$ cat src/rtl/nand_op_sequencer.sv
// Universal bitwise logic unit: seven functions built by time-multiplexing a
// single WIDTH-bit NAND datapath, one evaluation per RUN cycle.

module nandGate (
  input  logic a_i,
  input  logic b_i,
  output logic y_o
);
  assign y_o = ~(a_i & b_i);
endmodule

module nand_op_sequencer #(
  parameter int unsigned WIDTH = 4
) (
  input  logic             clk,
  input  logic             rst,
  input  logic             start,
  input  logic [2:0]       op,
  input  logic [WIDTH-1:0] a,
  input  logic [WIDTH-1:0] b,
  output logic [WIDTH-1:0] y,
  output logic             busy,
  output logic             done,
  output logic             err
);

  typedef enum logic {S_IDLE, S_RUN} state_e;
  typedef enum logic [1:0] {SRC_A, SRC_B, SRC_T1, SRC_T2} src_e;
  typedef enum logic [1:0] {DST_T1, DST_T2, DST_Y, DST_NONE} dst_e;

  state_e           state_q, state_d;
  logic [2:0]       step_q, step_d;
  logic [2:0]       op_q, op_d;
  logic [WIDTH-1:0] a_q, a_d, b_q, b_d;
  logic [WIDTH-1:0] t1_q, t1_d, t2_q, t2_d;
  logic [WIDTH-1:0] y_q, y_d;
  logic             done_q, done_d, err_q, err_d;

  src_e             src_x, src_y;
  dst_e             dst;
  logic             last;
  logic [WIDTH-1:0] x_w, yin_w, nand_w;

  // Step program: step_q holds (step number - 1) of the step executed at the next edge.
  always_comb begin
    src_x = SRC_A;
    src_y = SRC_B;
    dst   = DST_Y;
    last  = 1'b1;
    case (op_q)
      3'd0: ;
      3'd1: src_y = SRC_A;
      3'd2: begin
        if (step_q == 3'd0) begin
          dst  = DST_T1;
          last = 1'b0;
        end else begin
          src_x = SRC_T1;
          src_y = SRC_T1;
        end
      end
      3'd3, 3'd4: begin
        case (step_q)
          3'd0: begin src_x = SRC_A; src_y = SRC_A; dst = DST_T1; last = 1'b0; end
          3'd1: begin src_x = SRC_B; src_y = SRC_B; dst = DST_T2; last = 1'b0; end
          3'd2: begin
            src_x = SRC_T1;
            src_y = SRC_T2;
            if (op_q == 3'd4) begin
              dst  = DST_T1;
              last = 1'b0;
            end
          end
          default: begin src_x = SRC_T1; src_y = SRC_T1; end
        endcase
      end
      3'd5, 3'd6: begin
        case (step_q)
          3'd0: begin src_x = SRC_A; src_y = SRC_B;  dst = DST_T1; last = 1'b0; end
          3'd1: begin src_x = SRC_A; src_y = SRC_T1; dst = DST_T2; last = 1'b0; end
          3'd2: begin src_x = SRC_B; src_y = SRC_T1; dst = DST_T1; last = 1'b0; end
          3'd3: begin
            src_x = SRC_T2;
            src_y = SRC_T1;
            if (op_q == 3'd6) begin
              dst  = DST_T1;
              last = 1'b0;
            end
          end
          default: begin src_x = SRC_T1; src_y = SRC_T1; end
        endcase
      end
      default: dst = DST_NONE;
    endcase
  end

  always_comb begin
    case (src_x)
      SRC_A:   x_w = a_q;
      SRC_B:   x_w = b_q;
      SRC_T1:  x_w = t1_q;
      default: x_w = t2_q;
    endcase
    case (src_y)
      SRC_A:   yin_w = a_q;
      SRC_B:   yin_w = b_q;
      SRC_T1:  yin_w = t1_q;
      default: yin_w = t2_q;
    endcase
  end

  for (genvar i = 0; i < WIDTH; i++) begin : g_nand
    nandGate u_nand (
      .a_i (x_w[i]),
      .b_i (yin_w[i]),
      .y_o (nand_w[i])
    );
  end

  always_comb begin
    state_d = state_q;
    step_d  = step_q;
    op_d    = op_q;
    a_d     = a_q;
    b_d     = b_q;
    t1_d    = t1_q;
    t2_d    = t2_q;
    y_d     = y_q;
    done_d  = 1'b0;
    err_d   = err_q;
    case (state_q)
      S_IDLE: begin
        if (start) begin
          op_d    = op;
          a_d     = a;
          b_d     = b;
          step_d  = '0;
          state_d = S_RUN;
        end
      end
      default: begin
        case (dst)
          DST_T1:  t1_d = nand_w;
          DST_T2:  t2_d = nand_w;
          DST_Y:   y_d  = nand_w;
          default: y_d  = '0;
        endcase
        if (last) begin
          state_d = S_IDLE;
          done_d  = 1'b1;
          err_d   = (dst == DST_NONE);
        end else begin
          step_d = step_q + 3'd1;
        end
      end
    endcase
  end

  always_ff @(posedge clk) begin
    if (rst) begin
      state_q <= S_IDLE;
      step_q  <= '0;
      op_q    <= '0;
      a_q     <= '0;
      b_q     <= '0;
      t1_q    <= '0;
      t2_q    <= '0;
      y_q     <= '0;
      done_q  <= 1'b0;
      err_q   <= 1'b0;
    end else begin
      state_q <= state_d;
      step_q  <= step_d;
      op_q    <= op_d;
      a_q     <= a_d;
      b_q     <= b_d;
      t1_q    <= t1_d;
      t2_q    <= t2_d;
      y_q     <= y_d;
      done_q  <= done_d;
      err_q   <= err_d;
    end
  end

  assign y    = y_q;
  assign busy = (state_q == S_RUN);
  assign done = done_q;
  assign err  = err_q;

endmodule
$ cat config.mk
export PLATFORM = sky130hd
export DESIGN_NAME = nand_op_sequencer
export DESIGN_NICKNAME = d
export VERILOG_FILES = /design/src/rtl/nand_op_sequencer.sv
export SDC_FILE = /design/constraint.sdc
export NUM_CORES = 1
export LEC_CHECK = 0
export ABC_AREA = 1
export CORE_ASPECT_RATIO = 0.8
export CORE_MARGIN = 5
export CORE_UTILIZATION = 49
export DETAILED_ROUTE_END_ITERATION = 10
export GPL_TIMING_DRIVEN = 0
export HOLD_SLACK_MARGIN = 0.03
export PLACE_DENSITY_LB_ADDON = 0.12
export SLEW_MARGIN = 10
export SYNTH_ARGS = -nofsm -noshare
export SYNTH_HDL_FRONTEND = slang
export SYNTH_SLANG_ARGS = --single-unit
$ cat constraint.sdc
create_clock -name clk -period 1.7 [get_ports clk]
set_input_delay 0.255 -clock clk [delete_from_list [all_inputs] [get_ports clk]]
set_output_delay 0.255 -clock clk [all_outputs]
set_load 0.005 [all_outputs]
## After elaboration in Yosys (flattened, before gate mapping)

Index checks and enable logic that the tools add are counted.

| storage, ports and cells | value |
|---|---|
| bits in registers | 29 |
| input port bits | 14 |
| output and inout port bits | 7 |
| logic and storage cells | 87 |

| operators by class | value |
|---|---|
| add/sub/neg operators | 1 |
| equality and inequality tests | 17 |
| muxes and demuxes | 28 |
| bitwise operators | 10 |
| reductions and logical operators | 21 |

Operators with widths:

| operator | count |
|---|---|
| case mux 2 bit (3 select lines) | 6 |
| case mux 4 bit (3 select lines) | 2 |
| OR reduction 2 bit | 7 |
| == test 3 x 2 -> 1 bit, second input constant | 4 |
| AND reduction 2 bit | 6 |
| == test 3 bit, second input constant | 3 |
| two-way mux 3 bit | 3 |
| == test 2 bit, second input constant | 4 |
| two-way mux 2 bit | 4 |
| case mux 2 bit (4 select lines) | 1 |
| case mux 4 bit (2 select lines) | 1 |
| two-way mux 1 bit | 7 |
| == test 2 x 1 -> 1 bit, second input constant | 3 |
| == test 3 x 1 -> 1 bit, second input constant | 2 |
| zero test 2 bit | 3 |
| zero test 3 bit | 2 |
| inverter 1 bit | 6 |
| OR reduction 3 bit | 2 |
| bitwise AND 1 bit | 4 |
| case mux 1 bit (2 select lines) | 2 |
| case mux 2 bit (2 select lines) | 1 |
| adder 3 x 1 -> 3 bit, second input constant | 1 |
| case mux 1 bit (3 select lines) | 1 |
| != test 2 bit, second input constant | 1 |
| nonzero test 2 bit | 1 |

## Longest topological paths before layout

| logic depth | value |
|---|---|
| depth in word-level cells | 9 |
| depth in mapped cells | 14 |
| depth with buffers taken out | 14 |

## Cells and area by module

From an unflattened synthesis, not the netlist that was laid out.

| second synthesis, totals | value |
|---|---|
| cells, all modules | 253 |
| area, all modules | 1770.4 µm² |

By module, submodules not included:

| module | times used | cells an instance | area each (µm²) | seq. area each (µm²) |
|---|---|---|---|---|
| nand_op_sequencer | 1 | 249 | 1755.4 | 580.6 |
| nandGate | 4 | 1 | 3.8 | 0.0 |

## Least setup slack after synthesis

Ideal clock, no wire load.

| path | value |
|---|---|
| path type | register -> register |
| from | reg step_q[0] |
| to | reg y_q[0], in the netlist y[0] |
| library setup time | 0.071 ns |
| data arrival time | 1.740 ns |
| required time | 1.629 ns |
| path slack | -0.111 ns |
| stages on the path, launching flop included | 14 |
| buffers on the path | 0 |
| period minus slack after synthesis | 1.811 ns |
| path through | dfxtp_1 > inv_1 > ha_1 > o21ai_1 > nand2_1 > nand2_1 > nand2_1 > nand2_2 > nand2_2 > o21ai_2 > nand2_1 > nand3_1 > nand2_1 > a21oi_1 |

| between the ends | value |
|---|---|
| longest elaborated chain between the ends | 9 |
| elaborated cells between the ends (all ways) | 33 |
| classes of those cells | 9 x eq/ne; 13 x mux; 3 x bitwise; 8 x reduce/logical |

Ends and longest elaborated chain:

| item | RTL line | text |
|---|---|---|
| start, declared | 32 | `logic [2:0] step_q, step_d;` |
| start signal, assigned | 173 | `step_q <= step_d;` |
| == test 3 x 1 -> 1 bit or zero test 3 bit (tied branches) | 63, 78, 54 |  |
| OR reduction 2 bit (no line) | - |  |
| case mux 2 bit (3 select lines) | 78 | `case (step_q)` |
| case mux 2 bit (3 select lines) | 50 | `case (op_q)` |
| == test 2 bit (tied with other cells) | 98 | `case (src_x)` |
| case mux 4 bit (3 select lines) | 98 |  |
| bitwise AND 1 bit | 9 | `assign y_o = ~(a_i & b_i);` |
| inverter 1 bit | 9 |  |
| case mux 4 bit (2 select lines) | 142 | `case (dst)` |
| end signal, assigned | 179 | `y_q <= y_d;` |
| end, declared | 36 | `logic [WIDTH-1:0] y_q, y_d;` |

Several ways; a longest one is shown, not always the timed one.
A chain may end at the register's enable or synchronous reset.

## Worst setup path after layout

| path | value |
|---|---|
| from | reg step_q[0] |
| to | reg y_q[2], in the netlist y[2] |

The elaborated chain is that of the path after synthesis.

==> reports/qor.yml <==
die:
  die_h_um: 62.2
  initial_core_util_pct: 49.9
  rows: 19
  num_io_pins: 21
  die_area_um2: 4690
  core_um2: 3350
  die_w_um: 75.3
power_and_ir_drop:
  leakage_nw: 1.11
  power_mw: 1.77
  sw_frac_of_total_pct: 30.3
  share_seq_of_total_power_pct: 43.1
  power_frac_comb_pct: 25.3
  peakVddDrop_mv: 0.632
  powerDensity_nw_per_um2: 723
  internal_power_mw: 1.23
  p_switching_mw: 0.535
  clkPwrFrac_pct: 31.6
sta:
  finalSetupViolCount: 16
  rsz0062_at_grt: "true"
  timing.setup.tns_ns: -1.53
  hold_viol_final: 0
  fin_crit_sh_pct: 109
  whs_ns: 0.464
  layout_setup_ws_ns: -0.153
  timing.fmax_mhz: 540
  relSlewSlack_pct: 63.7
  period_needed_ns: 1.85
  worstMarginPinSlew_ns: 0.544
  drv_slew: 0
  clock_skew_ns: 0.00310
cts:
  root_buffer: "clkbuf_8"
  cts_sinks: 29
  clk_pin_slew_worst_paths_ns: 0.06
  ctsLongestPathBuffers: 2
  hold_buffers: 0
  cts_tree: "done"
  clk_latency_ns: 0.27
  h-tree-depth: 2
  cts_made_buffers: 5
synthesis:
  synth_top_family_by_area: "simple AND/OR/NAND/NOR gates"
  synth_compound_area_share_pct: 13.6
  ys_ff_latch: 29
  synthMostInstantiatedCell: "nand2_1"
  synth.net_count: 273
  async_flop_share_pct: 0
  synth_top_area_share_pct: 34.7
  synth_edf_count: 0
  yosysWarningCount: 0
  synthXorXnorAreaFrac_pct: 0
  synth_ff_type: "dfxtp_1"
  syn_avg_cell_area_um2: 6.58
  synthMuxAreaShare_pct: 0
  synth_cell_types: 24
  synth_commonest_cells: "58 x nand2_1, 32 x inv_1, 30 x nand3_1"
  synth_area_um2: 1670
  synth_fa_ha_area_share_pct: 3.74
  synth_area_leader_cell: "dfxtp_1"
  yosys.area_share.simple_pct: 38.2
  yosysSeqAreaShare_pct: 34.7
  synth_area_leaders: "dfxtp_1 35%, nand2_1 13%, nand3_1 9.0%, inv_1 7.2%, a21oi_1 5.7%"
  synth_cells: 254
global_routing:
  grt_overflow: 0
  grt_max_degree: 11
  antenna_found_initial: 0
  grt_pass1_vias: 1608
  grt_pass1_wl_mm: 7.13
  track_usage_pct: 18.8
critical_path:
  crit_path_end_kind: "flop"
  worstRegToRegCells: 14
  required_ns: 1.90
  critPathLaunch: "step_q[0]"
  critPathCapture: "y[2]"
  ff2ff_setup_slack_ns: -0.15
  crit_type: "reg -> reg"
  start_kind: "flop"
  critPathArrivalTime_ns: 2.05
  timing.rr.start: "step_q[0]"
  crit_fanout: 9
  r2r-end: "y[2]"
placement:
  portBuffers: 19
  place_congestion: 0.875
  dp_slack_ns: -0.286
  numPlacedInstances: 315
  dp_hpwl_mm: 2.78
routing:
  via_per_inst: 5.39
  final_antenna_net_count: 0
  vias: 1826
  firstDrtPassIters: 4
  wl_mm: 4.51
  route.detailed.drc: 0
  routedWlPerCell_um: 13.3
  drt_iter0_markers: 103
finish:
  n_antenna_cell: 0
  drive_above_1_share_pct: 35.0
  fin_nets: 316
  fin_cells: 339
  synthToLayoutAreaGrowth_pct: 46.3
  seq_area_um2: 594
  multi_input_comb_area_um2: 1220
  fillerInstances: 274
status:
  status: "complete, but fails checks"
  violations: "setup timing"
job:
  cap_violations: 0
worst_hold_path:
  hold_class: "reg -> reg"
## cell type report
| cell class | instances | area share (%) |
|---|---|---|
| flip-flops and latches | 29 | 24.3 |
| well taps | 42 | 2.15 |
| plain buffers | 6 | 1.23 |
| repair buffers | 34 | 12.8 |
| clock buffers | 7 | 3.53 |
| inverters | 36 | 6.14 |
| multi-input cells | 185 | 49.8 |
## power groups by stage
stage | Clock (mW) | Combinational, mW | Sequential, mW
after global routing | 0.602 | 0.496 | 0.769
after detailed placement | 0 | 0.327 | 0.773
final | 0.558 | 0.448 | 0.763
after floorplan | 0 | 0.224 | 0.768
after global placement | 0 | 0.324 | 0.773
after CTS | 0.569 | 0.370 | 0.758
## cell usage in the layout (no fill, tap or decap), types with 2 or more instances in the layout
master           netlist  layout
inv_4                  0       4
o21bai_1               4       3
clkbuf_8               0       6
buf_6                  0       4
nand4_1               12      12
o21ai_2                1       2
dfxtp_1               29      24
a21oi_1               19      13
dfxtp_4                0       3
nand2_2                6      17
dfxtp_2                0       2
nand3_2                1      11
o21ai_4                0       2
o21ai_0               13      11
inv_2                  4       8
nor2_4                 2       5
nor2_2                 3       5
nand3_1               30      19
nand2_4                0       7
nor2_1                23      19
clkdlybuf4s50_1        0      19
a21oi_2                0       6
nand2_1               58      41
inv_1                 32      23
clkbuf_1               5       6
buf_4                  1      12
ha_4                   0       4
## worst max-delay path, stage by stage, from the launching register on
cell     delay (ns)
dfxtp_4        0.39
inv_4          0.05
ha_4           0.17
nand2_4        0.08
nand2_2        0.05
nand2_2        0.06
nand2_2        0.06
buf_4          0.14
nand2_4        0.10
inv_6          0.07
o21ai_4        0.23
nand2_2        0.11
nand3_2        0.09
nand2_1        0.05
a21oi_1        0.12
## worst min-delay path by stage
stage               from  endpoint  cells past startpoint
global route        y[2]      y[2]                      2
global placement    y[3]      y[3]                      2
floorplan           a[0]    a_q[0]                      2
CTS                  rst   t1_q[0]                      4
finish              y[0]      y[0]                      2
detailed placement  y[3]      y[3]                      2
## registers in the layout, indices dropped and copies added, names as in the netlist
name,cells
a_q,4
b_q,4
t1_q,4
t2_q,4
y,4
op_q,3
step_q,3
busy,1
done,1
err,1
## kinds of logic after synthesis
family | count (synthesis)
adders and majority gates | 5
buffers and inverters | 42
AOI/OAI and AO/OA | 40
DFF | 29
and+or+nand+nor | 138
## metal layers
layer | share of wire (%) | GRT usage [%] | vias up
met3 | 4.7 | 3.87 | 5
met4 | 0.80 | 5.24 | 0
met1 | 44 | 26.2 | 857
met5 | 0 | 0 | -
li1 | - | - | 925
met2 | 50 | 29.2 | 39
## metrics by stage
step | area (µm²) | utilization [%]
floorplan | 1680 | -
global placement | 1930 | 57.4
detailed placement | 1930 | 57.4
CTS | 2170 | 64.7
global route | 2450 | 73.0
finish | 2450 | 73.0
## repair_timing
item | 4_1_cts | 5_1_grt
pin swaps | 13 | 32
endpoints found under the setup margin | 18 | 17
gates cloned | 1 | 2
gates resized for setup | 33 | 58
setup buffers | 6 | 8
No activity file was read; power rests on OpenSTA's default activity.
